==> src/rtl/stopwatch_controller.sv <==
// stopwatch_controller: run/pause/adjust sequencing and BCD MM:SS counters for the stopwatch display
module stopwatch_controller #(
  parameter int MIN_MAX = 59,
  parameter int SEC_MAX = 59
) (
  input  logic       clk,
  input  logic       rst_n,
  input  logic       tick_1hz,
  input  logic       tick_2hz,
  input  logic       pause_pulse,
  input  logic       clr_pulse,
  input  logic       adj,
  input  logic       sel,
  output logic [3:0] min_tens,
  output logic [3:0] min_ones,
  output logic [3:0] sec_tens,
  output logic [3:0] sec_ones,
  output logic       adj_active,
  output logic       sel_q,
  output logic       running,
  output logic       rollover
);
  typedef enum logic [1:0] {RUN, PAUSE, ADJUST} state_t;

  state_t     state_q, state_d;
  logic [7:0] min_q, min_d, sec_q, sec_d;
  logic [8:0] min_nx, sec_nx;
  logic       run_tick, adj_tick, rollover_d;

  // Two-digit BCD increment; bit 8 flags that the field was at its maximum and wrapped to 00
  function automatic logic [8:0] bcd_inc(input logic [7:0] v, input int max);
    logic wrap;
    wrap = v == {4'(max / 10), 4'(max % 10)};
    return wrap ? 9'h100 : (v[3:0] == 4'd9) ? {1'b0, v[7:4] + 4'd1, 4'd0} : {1'b0, v[7:4], v[3:0] + 4'd1};
  endfunction

  assign min_tens = min_q[7:4];
  assign min_ones = min_q[3:0];
  assign sec_tens = sec_q[7:4];
  assign sec_ones = sec_q[3:0];

  // Next count and state: ticks judged against the current state, adj entry suppresses the RUN tick, clear wins over everything
  always_comb begin
    min_nx     = bcd_inc(min_q, MIN_MAX);
    sec_nx     = bcd_inc(sec_q, SEC_MAX);
    run_tick   = (state_q == RUN) && tick_1hz && !adj;
    adj_tick   = (state_q == ADJUST) && tick_2hz;
    sec_d      = clr_pulse ? 8'h00 : (run_tick || (adj_tick && sel_q)) ? sec_nx[7:0] : sec_q;
    min_d      = clr_pulse ? 8'h00 : ((run_tick && sec_nx[8]) || (adj_tick && !sel_q)) ? min_nx[7:0] : min_q;
    rollover_d = run_tick && sec_nx[8] && min_nx[8] && !clr_pulse;
    state_d    = adj ? ADJUST : (state_q == ADJUST) ? PAUSE :
                 pause_pulse ? ((state_q == RUN) ? PAUSE : RUN) : state_q;
  end

  // State, counters and registered display qualifiers
  always_ff @(posedge clk or negedge rst_n) begin
    if (!rst_n) begin
      state_q    <= RUN;
      min_q      <= 8'h00;
      sec_q      <= 8'h00;
      running    <= 1'b1;
      adj_active <= 1'b0;
      sel_q      <= 1'b0;
      rollover   <= 1'b0;
    end else begin
      state_q    <= state_d;
      min_q      <= min_d;
      sec_q      <= sec_d;
      running    <= state_d == RUN;
      adj_active <= state_d == ADJUST;
      sel_q      <= sel;
      rollover   <= rollover_d;
    end
  end
endmodule
==> config.mk <==
export PLATFORM = sky130hd
export DESIGN_NAME = stopwatch_controller
export DESIGN_NICKNAME = d
export VERILOG_FILES = /design/src/rtl/stopwatch_controller.sv
export SDC_FILE = /design/constraint.sdc
export NUM_CORES = 1
export LEC_CHECK = 0
export BUFFER_PORTS_ARGS = -buffer_cell sky130_fd_sc_hd__buf_2
export CORE_MARGIN = 1
export CORE_UTILIZATION = 47
export CTS_CLUSTER_DIAMETER = 60
export CTS_CLUSTER_SIZE = 30
export DETAILED_ROUTE_END_ITERATION = 7
export MAX_ROUTING_LAYER = met4
export PLACE_DENSITY = 0.78
export SLEW_MARGIN = 20
export SYNTH_ARGS = -nofsm -noshare
export SYNTH_HDL_FRONTEND = slang
export SYNTH_SLANG_ARGS = --single-unit
==> constraint.sdc <==
create_clock -name clk -period 1.9 [get_ports clk]
set_clock_uncertainty 0.2 [all_clocks]
set_input_delay 0.475 -clock clk [delete_from_list [all_inputs] [get_ports clk]]
set_output_delay 0.475 -clock clk [all_outputs]
set_load 0.03 [all_outputs]
==> impl_metrics.json, run 1 <==
{
  "status": "finished with violations",
  "failed_checks": "setup timing",
  "hp-class": "in -> reg",
  "n_antenna_cell": 0,
  "post-route-min-period_ps": 1961,
  "area_growth_syn_to_layout_pct": 41.87,
  "required_ps": 1960,
  "antenna_found_initial": 0,
  "layout.nets": 185,
  "critPathKind": "reg -> reg",
  "grt_use_total_pct": 21.88,
  "finalCritPeriodShare_pct": 103.2,
  "wl_per_cell_um": 14.84,
  "synth.distinct_cells": 41,
  "grt_max_degree": 23,
  "crit_slowest_cell": "or4_4",
  "path_cells": "inv_2 -> ha_4 -> and3b_2 -> buf_4 -> a31oi_4 -> or4_4 -> a21oi_2",
  "grt_pass1_wl_um": 4360,
  "synth_area_um2": 1216,
  "setup_ws_ps": -60.97,
  "synth_flop_cell": "dfrtp_1",
  "fin_area_um2": 1725,
  "numPortBuffers": 27,
  "cts.sinks": 22,
  "drt_iter0_markers": 29,
  "layout_commonest_cell": "buf_2",
  "cp.arrival_ps": 2020,
  "cts_buffer_depth": 2,
  "vdd_ir_drop_max_v": 0.0004482,
  "first_pass_iters": 4,
  "p_total_uw": 987.3,
  "layout_common_cells": "buf_2 (27), buf_4 (23), dfrtp_1 (15), o21ai_1 (7)",
  "finalHoldViolations": 0,
  "rows": 18,
  "die_w_um": 52.87,
  "powerDensity_nw_per_um2": 572.2,
  "design.core.area_um2": 2455,
  "rr_worst_depth": 7,
  "synth-edff-count": 0,
  "max-slew-margin-rel_pct": 66.85,
  "h-tree-depth": 1,
  "critPathMaxFanout": 5,
  "dp_hpwl_um": 1871,
  "antenna_left": 0,
  "place_area_um2": 1513,
  "syn_inst": 120,
  "slew_viol_final": 0,
  "clk_pin_slew_ps": 130,
  "r2r_slack_ps": -60,
  "setup_violations": 8,
  "cts_tree": "yes",
  "whs_ps": 61.01,
  "dieArea_um2": 2795,
  "ys_seq_area_share_pct": 45.37,
  "final_cells": 200,
  "final_core_util_pct": 70.29,
  "slowest_delay_ps": 450,
  "synth_area_leader_cell": "dfrtp_1",
  "yosysTopAreaCellShare_pct": 43.21,
  "synth_area_per_cell_um2": 10.13,
  "leakagePower_nw": 0.7930,
  "ioPinCount": 28,
  "synth.net_count": 134,
  "grt_pass1_vias": 1003,
  "hp-start": "sel",
  "cp-end-kind": "flop",
  "placed_cells": 187,
  "holdPathStages": 1,
  "layout-drive-gt1-share_pct": 52.35,
  "rr_endpoint": "min_q[1]$_DFFE_PN0P_",
  "rsz0062_at_grt": "yes",
  "viasPerCell": 5.635,
  "worstSkewPairLatency_ps": 310,
  "grt_overflow_total": 0,
  "gp_congestion": 0.7922,
  "max_cap_violations": 0,
  "synthArstFlopShare_pct": 100.0,
  "routed_wirelength_um": 2968,
  "critPathLaunchType": "flop",
  "dieHeight_um": 52.87,
  "fmax_ghz": 0.5100,
  "pre_cts_slack_ps": -143.9,
  "vias": 1127,
  "yosysWarnings": 0,
  "synth.area.top_cells": "dfrtp_1 (43%), ha_1 (6.2%), a21oi_1 (4.5%), nor2b_1 (3.1%), or4_1 (3.1%)",
  "min_to": "sel_q$_DFF_PN0_",
  "ys_ff_latch": 22,
  "tns_ps": -294.6,
  "r2r-start": "sec_q[1]$_DFFE_PN0P_",
  "cts_root_buf": "clkbuf_4",
  "max_slew.worst_pin.slew_ps": 497.2,
  "cts_buffers": 3,
  "start_util_pct": 49.54,
  "drc": 0
}
## state kept, by name, summed over array words and instances, names as in the netlist
register	cells
state_q	2
rollover	1
running	1
sec_q	8
adj_active	1
min_q	8
sel_q	1
## routing by layer
layer  GRT usage [%]  part of all wire (%)
met1           29.42                    46
met3           2.586                   2.9
met4           6.579                  0.81
met2           34.60                    51
met5               -                     0
## logic make-up after synthesis
logic type | after synthesis | synth area share (%)
AND/OR/NAND/NOR | 46 | 24.80
AO/OA/AOI/OAI | 30 | 15.33
flip-flops | 22 | 45.37
buffers and inverters | 12 | 5.040
adder cells (fa/ha/maj) | 6 | 6.173
XOR/XNOR | 2 | 1.441
multiplexers | 2 | 1.852
## repair_timing
| action | 4_1_cts | 5_1_grt |
|---|---|---|
| buffers inserted | 2 | 5 |
| gates resized for setup | 6 | 18 |
| cloned | 0 | 1 |
| setup endpoints to repair | 11 | 15 |
| endpoints found under the hold margin | 21 | 0 |
| pin swaps | 1 | 11 |
| hold buffers | 1 | 0 |
## cells in the mapped netlist, types with 4 or more instances
cell type	count
or4_1	5
ha_1	6
a21oi_1	11
nor2b_1	6
o21ai_1	6
nor2_1	5
nand2_1	5
nor3_1	4
dfrtp_1	21
inv_1	5
nand3_1	4
## report_power, final
group	leakage, nW	internal [mW]	switching [mW]
sequential	0.286	0.480	0.0123
combinational	0.479	0.0540	0.0728
clock	0.0279	0.213	0.155
total	0.793	0.748	0.240
## final cells by class
cell class | count | area (um^2)
Clock buffer | 3 | 22.52
Clock inverter | 1 | 30.03
Fill cell | 182 | 729.5
Inverter | 6 | 22.52
Multi-Input combinational cell | 87 | 735.7
Sequential cell | 22 | 559.3
Tap cell | 30 | 37.54
Timing Repair Buffer | 51 | 317.8
## how the worst max path moves through the flow
stage	depth (start not counted)	end	startpoint	slack (ps)
6_report	7	min_q[1]$_DFFE_PN0P_	sec_q[1]$_DFFE_PN0P_	-60
4_1_cts	4	min_q[3]$_DFFE_PN0P_	state_q[0]$_DFF_PN0_	-50
2_1_floorplan	8	min_q[2]$_DFFE_PN0P_	sec_q[1]$_DFFE_PN0P_	-110
5_1_grt	7	min_q[1]$_DFFE_PN0P_	sec_q[1]$_DFFE_PN0P_	-110
3_3_place_gp	6	sec_q[3]$_DFFE_PN0P_	adj	-110
3_5_place_dp	5	min_q[3]$_DFFE_PN0P_	adj	-140
## worst max-delay path: cells and delay by family, from the launching register on
kind,cells,cell delay [ps]
buffers and inverters,2,200
adder cells (fa/ha/maj),1,120
AND/OR/NAND/NOR,2,710
AO/OA/AOI/OAI,2,240
flip-flops,1,430
Note: power is estimated with default switching activity, not from simulation.
==> run 2: changes to the inputs <==
PLACE_DENSITY = 0.83   (was 0.78)
==> run 2 against run 1 <==
Net effect:
- the run still ends with setup timing left
- largest cell class unchanged
- largest power group unchanged
- fmax rose by 0.95%
- power shrank 10%
- critical path depth is 2 lower
- die area did not move
- cell count decreased by 1.0%
- critical endpoint is now min_q[6]$_DFFE_PN0P_
==> impl_metrics.json, run 2 (same netlist as run 1, synthesis figures left out) <==
{
  "r2r-start": "state_q[1]$_DFF_PN0_",
  "m1WireLength_um": 1259,
  "seq_power_share_pct": 55.5,
  "vdd_ir_drop_max_v": 0.0003820,
  "vias": 1115,
  "antenna_found_initial": 0,
  "drt_iter0_markers": 25,
  "critPathLaunchType": "flop",
  "cts_buffer_depth": 2,
  "dp_hpwl_um": 2079,
  "rr_endpoint": "min_q[6]$_DFFE_PN0P_",
  "tns_ps": -137.2,
  "switching_share_pct": 26.29,
  "cts.sinks": 22,
  "path_buf_inv": 1,
  "hp-start": "sel",
  "worstSkewPairLatency_ps": 310,
  "rows": 18,
  "fmax_ghz": 0.5148,
  "start_util_pct": 49.54,
  "intPower_uw": 652.2,
  "wl_per_cell_um": 15.23,
  "ioPinCount": 28,
  "dieArea_um2": 2795,
  "grt_overflow_total": 0,
  "grt_use_total_pct": 22.46,
  "critPathKind": "reg -> reg",
  "clk_pin_slew_ps": 130,
  "rr_worst_depth": 5,
  "layout.nets": 183,
  "layout_common_cells": "buf_2 (27), buf_4 (21), dfrtp_1 (16), o21ai_1 (7), a21oi_2 (6)",
  "combPwrFrac_pct": 14.7,
  "numPortBuffers": 27,
  "crit_slowest_cell": "or4b_4",
  "drc": 0,
  "finalHoldViolations": 0,
  "critPathMaxFanout": 6,
  "wl_met3_um": 87,
  "cts_root_buf": "clkbuf_4",
  "cp-end-kind": "flop",
  "required_ps": 1950,
  "viasPerCell": 5.631,
  "h-tree-depth": 1,
  "place_area_um2": 1528,
  "max_cap_violations": 0,
  "grt_pass1_vias": 1089,
  "min_to": "sel_q$_DFF_PN0_",
  "powerDensity_nw_per_um2": 526.5,
  "cts_tree": "yes",
  "setup_violations": 5,
  "clockPowerShare_pct": 29.8,
  "wl_met2_um": 1615,
  "p_total_uw": 884.7,
  "switchingPower_uw": 232.6,
  "routed_wirelength_um": 3016,
  "leakagePower_nw": 0.7735,
  "setup_ws_ps": -42.61,
  "dieHeight_um": 52.87,
  "grt_pass1_wl_um": 4478,
  "final_core_util_pct": 68.45,
  "die_w_um": 52.87,
  "hp-class": "in -> reg",
  "holdPathStages": 1,
  "status": "finished with violations",
  "path_cells": "nor4b_4 -> buf_4 -> a31oi_4 -> or4b_4 -> a21oi_2",
  "layout_commonest_cell": "buf_2",
  "path_delay_family": "simple AND/OR/NAND/NOR gates",
  "n_antenna_cell": 0,
  "layout-drive-gt1-share_pct": 50.00,
  "slew_viol_final": 0,
  "first_pass_iters": 4,
  "design.core.area_um2": 2455,
  "r2r_slack_ps": -40,
  "failed_checks": "setup timing",
  "grt_max_degree": 23,
  "max-slew-margin-rel_pct": 66.95,
  "max_slew.worst_pin.slew_ps": 495.7,
  "gp_congestion": 0.8182,
  "fin_area_um2": 1680,
  "finalCritPeriodShare_pct": 102.2,
  "area_growth_syn_to_layout_pct": 38.17,
  "rsz0062_at_grt": "yes",
  "top_regs": "min_q x8, sec_q x8, state_q x2",
  "cp.arrival_ps": 1990,
  "slowest_delay_ps": 500,
  "antenna_left": 0,
  "top_layer_used": "met4",
  "post-route-min-period_ps": 1943,
  "cts_buffers": 3
}
==> run 2: cell types whose count changed in the layout (fill, tap and decap cells not counted), sizes merged <==
cell | previous run | this run
buf | 50 | 48
bufinv | 1 | 0
clkbuf | 3 | 4
==> run 2: metrics by stage <==
stage | hold slack, ps | instances | worst slack [ps]
final | 63.81 | 198 | -42.61
after global routing | 54.45 | 198 | -114.4
after CTS | 62.88 | 196 | -37.02
after detailed placement | 267.7 | 189 | -170.2
after global placement | 259.9 | 189 | -93.30
after floorplan | -20.59 | 120 | -110.3
==> run 2: worst register-to-register path: stages, from the launching register on <==
cell and delay, ps:
dfrtp_2 460, nor4b_4 270, buf_4 190, a31oi_4 130, or4b_4 500, a21oi_2 140
==> run 2: what timing repair did <==
item	in CTS	in global routing
cloned	0	1
buffers inserted	2	1
hold endpoints to repair	21	0
pin swaps	2	7
hold buffers	1	0
endpoints found under the setup margin	11	14
resized for setup	5	16
==> run 2: final cells by class <==
cell class | instances | area, um^2
sequential | 22 | 558.0
clock buffer | 4 | 36.28
multi-input combinational | 87 | 723.2
inverter | 6 | 22.52
fill | 172 | 774.5
tap | 30 | 37.54
timing repair buffer | 49 | 302.8
==> run 2: per-layer routing <==
layer	vias to the layer above	GRT usage (%)
met1	550	25.50
li1	525	-
met3	8	3.161
met5	-	-
met2	32	39.03
met4	0	10.09
==> run 2: power groups by stage <==
stage,Combinational [mW],Clock [mW],Sequential [mW]
6_report,0.130,0.264,0.491
5_1_grt,0.142,0.280,0.492
4_1_cts,0.122,0.266,0.491
3_5_place_dp,0.116,0,0.500
3_3_place_gp,0.111,0,0.499
2_1_floorplan,0.0497,0,0.512
==> run 2: how the worst max path moves through the flow <==
| stage | startpoint | end | slack, ps | cells after the start |
|---|---|---|---|---|
| final | state_q[1]$_DFF_PN0_ | min_q[6]$_DFFE_PN0P_ | -40 | 5 |
| after global routing | sec_q[1]$_DFFE_PN0P_ | sec_q[5]$_DFFE_PN0P_ | -110 | 6 |
| after CTS | state_q[1]$_DFF_PN0_ | sec_q[2]$_DFFE_PN0P_ | -40 | 4 |
| after detailed placement | adj | min_q[6]$_DFFE_PN0P_ | -170 | 5 |
| after global placement | adj | sec_q[3]$_DFFE_PN0P_ | -90 | 6 |
| after floorplan | sec_q[1]$_DFFE_PN0P_ | min_q[2]$_DFFE_PN0P_ | -110 | 8 |
==> run 3: changes to the inputs <==
SETUP_SLACK_MARGIN = 0.5   (was not set)
==> run 3 against run 2 <==
Net effect:
- the flow still finishes with violations (setup timing)
- sequential power rose by 0.8%
- power rose by 6.0%
- die area did not move
- cell count rose by 7.1%
- non-clock buffer count rose by 14
- critical path depth rose by 1
- first-iteration DRC count rose to 3.0 times the previous value
- worst setup slack got worse by 70 ps
- hold slack got worse by 13 ps
- via count rose by 15%
- critical path type unchanged
- highest routed layer unchanged
==> impl_metrics.json, run 3 (same netlist as run 1, synthesis figures left out) <==
{
  "status": "finished with violations",
  "failed_checks": "setup timing",
  "cts_root_buf": "clkbuf_4",
  "cts_buffer_depth": 2,
  "vias": 1277,
  "dieArea_um2": 2795,
  "max_slew.worst_pin.slew_ps": 524.9,
  "cts_tree": "yes",
  "drt_iter0_markers": 76,
  "layout_common_cells": "buf_4 (31), buf_6 (24), dfrtp_1 (12), dfrtp_2 (9), a21oi_2 (8)",
  "whs_ps": 51.02,
  "n_antenna_cell": 0,
  "intPower_uw": 670.8,
  "p_total_uw": 937.9,
  "switchingPower_uw": 267.0,
  "fin_area_um2": 1986,
  "tns_ps": -686.9,
  "gp_congestion": 0.8745,
  "clk_pin_slew_ps": 140,
  "final_cells": 212,
  "placed_cells": 189,
  "area_growth_syn_to_layout_pct": 63.27,
  "grt_pass1_vias": 1121,
  "critPathKind": "reg -> reg",
  "layout.nets": 197,
  "grt_use_total_pct": 26.75,
  "crit_slowest_cell": "dfrtp_2",
  "viasPerCell": 6.024,
  "path_cells": "inv_1 -> ha_1 -> and3b_2 -> a31oi_4 -> or4_1 -> a31oi_1",
  "final_core_util_pct": 80.89,
  "cp-end-kind": "flop",
  "fmax_ghz": 0.4969,
  "design.core.area_um2": 2455,
  "hp-class": "in -> reg",
  "cts.sinks": 22,
  "vdd_ir_drop_max_v": 0.0004735,
  "start_util_pct": 49.54,
  "cp.arrival_ps": 2060,
  "required_ps": 1940,
  "post-route-min-period_ps": 2013,
  "first_pass_iters": 4,
  "antenna_found_initial": 0,
  "clockPowerShare_pct": 29.9,
  "dieHeight_um": 52.87,
  "max-slew-margin-rel_pct": 65.00,
  "worstSkewPairLatency_ps": 320,
  "layout-drive-gt1-share_pct": 60.44,
  "max_cap_violations": 0,
  "rsz0062_at_grt": "yes",
  "switching_share_pct": 28.47,
  "h-tree-depth": 1,
  "cts_buffers": 3,
  "slowest_delay_ps": 440,
  "rows": 18,
  "die_w_um": 52.87,
  "dp_hpwl_um": 1928,
  "leakagePower_nw": 0.8684,
  "grt_pass1_wl_um": 5188,
  "critPathMaxFanout": 6,
  "combPwrFrac_pct": 17.4,
  "place_area_um2": 1534,
  "pre_cts_slack_ps": -142.0,
  "routed_wirelength_um": 4251,
  "finalHoldViolations": 0,
  "layout_commonest_cell": "buf_4",
  "drc": 0,
  "wl_per_cell_um": 20.05,
  "powerDensity_nw_per_um2": 472.3,
  "ioPinCount": 28,
  "finalCritPeriodShare_pct": 105.9,
  "top_regs": "min_q x8, sec_q x8, state_q x2",
  "slew_viol_final": 0,
  "setup_violations": 12,
  "numPortBuffers": 27,
  "setup_ws_ps": -112.5,
  "antenna_left": 0,
  "grt_max_degree": 23,
  "seq_power_share_pct": 52.8,
  "critPathLaunchType": "flop",
  "grt_overflow_total": 0
}
[run 3: cell types whose count changed in the layout (fill, tap and decap cells not counted), sizes merged]
cell  before  now
buf       48   62
[run 3: final cells by class]
cell class | instances | area, um^2
Multi-Input combinational cell | 87 | 778.2
Sequential cell | 22 | 563.0
Timing Repair Buffer | 63 | 548.0
Fill cell | 124 | 469.2
Tap cell | 30 | 37.54
Clock buffer | 4 | 36.28
Inverter | 6 | 22.52
[run 3: what timing repair did]
item	CTS	global route
pin swaps	7	7
resized for setup	42	36
hold endpoints to repair	21	0
hold buffers	1	0
cloned	0	1
buffers inserted	11	6
endpoints found under the setup margin	37	38
[run 3: power by group through the flow]
stage               clock [mW]  combinational, mW  sequential (mW)
floorplan                    0             0.0500            0.512
global placement             0              0.112            0.498
detailed placement           0              0.116            0.498
CTS                      0.269              0.132            0.491
global route             0.293              0.170            0.495
finish                   0.280              0.163            0.495
[run 3: layer usage]
metal	part of all wire, %	vias up	global-route usage (%)
li1	-	561	-
met1	41	620	34.25
met2	50	76	42.83
met3	5.4	20	4.023
met4	3.5	0	10.09
met5	0	-	-
[run 3: critical path: cells and delay by family (launching register included)]
kind	cells	cell delay, ps
AO/OA/AOI/OAI	2	380
adder cells (fa/ha/maj)	1	150
buffers and inverters	1	60
flip-flops	1	440
AND/OR/NAND/NOR	2	700
[run 3: worst paths after layout]
| kind | endpoint | cells past startpoint | slack (ps) | from |
|---|---|---|---|---|
| min in group asynchronous | min_q[6]$_DFFE_PN0P_ | 2 | 470 | rst_n |
| hold reg to reg | sec_q[5]$_DFFE_PN0P_ | 2 | 400 | sec_q[4]$_DFFE_PN0P_ |
| setup / recovery | min_q[3]$_DFFE_PN0P_ | 6 | -110 | sec_q[5]$_DFFE_PN0P_ |
| setup reg to reg | min_q[3]$_DFFE_PN0P_ | 6 | -110 | sec_q[5]$_DFFE_PN0P_ |
| max in group asynchronous | min_q[1]$_DFFE_PN0P_ | 2 | 640 | rst_n |
| hold / removal | sel_q$_DFF_PN0_ | 1 | 50 | sel |
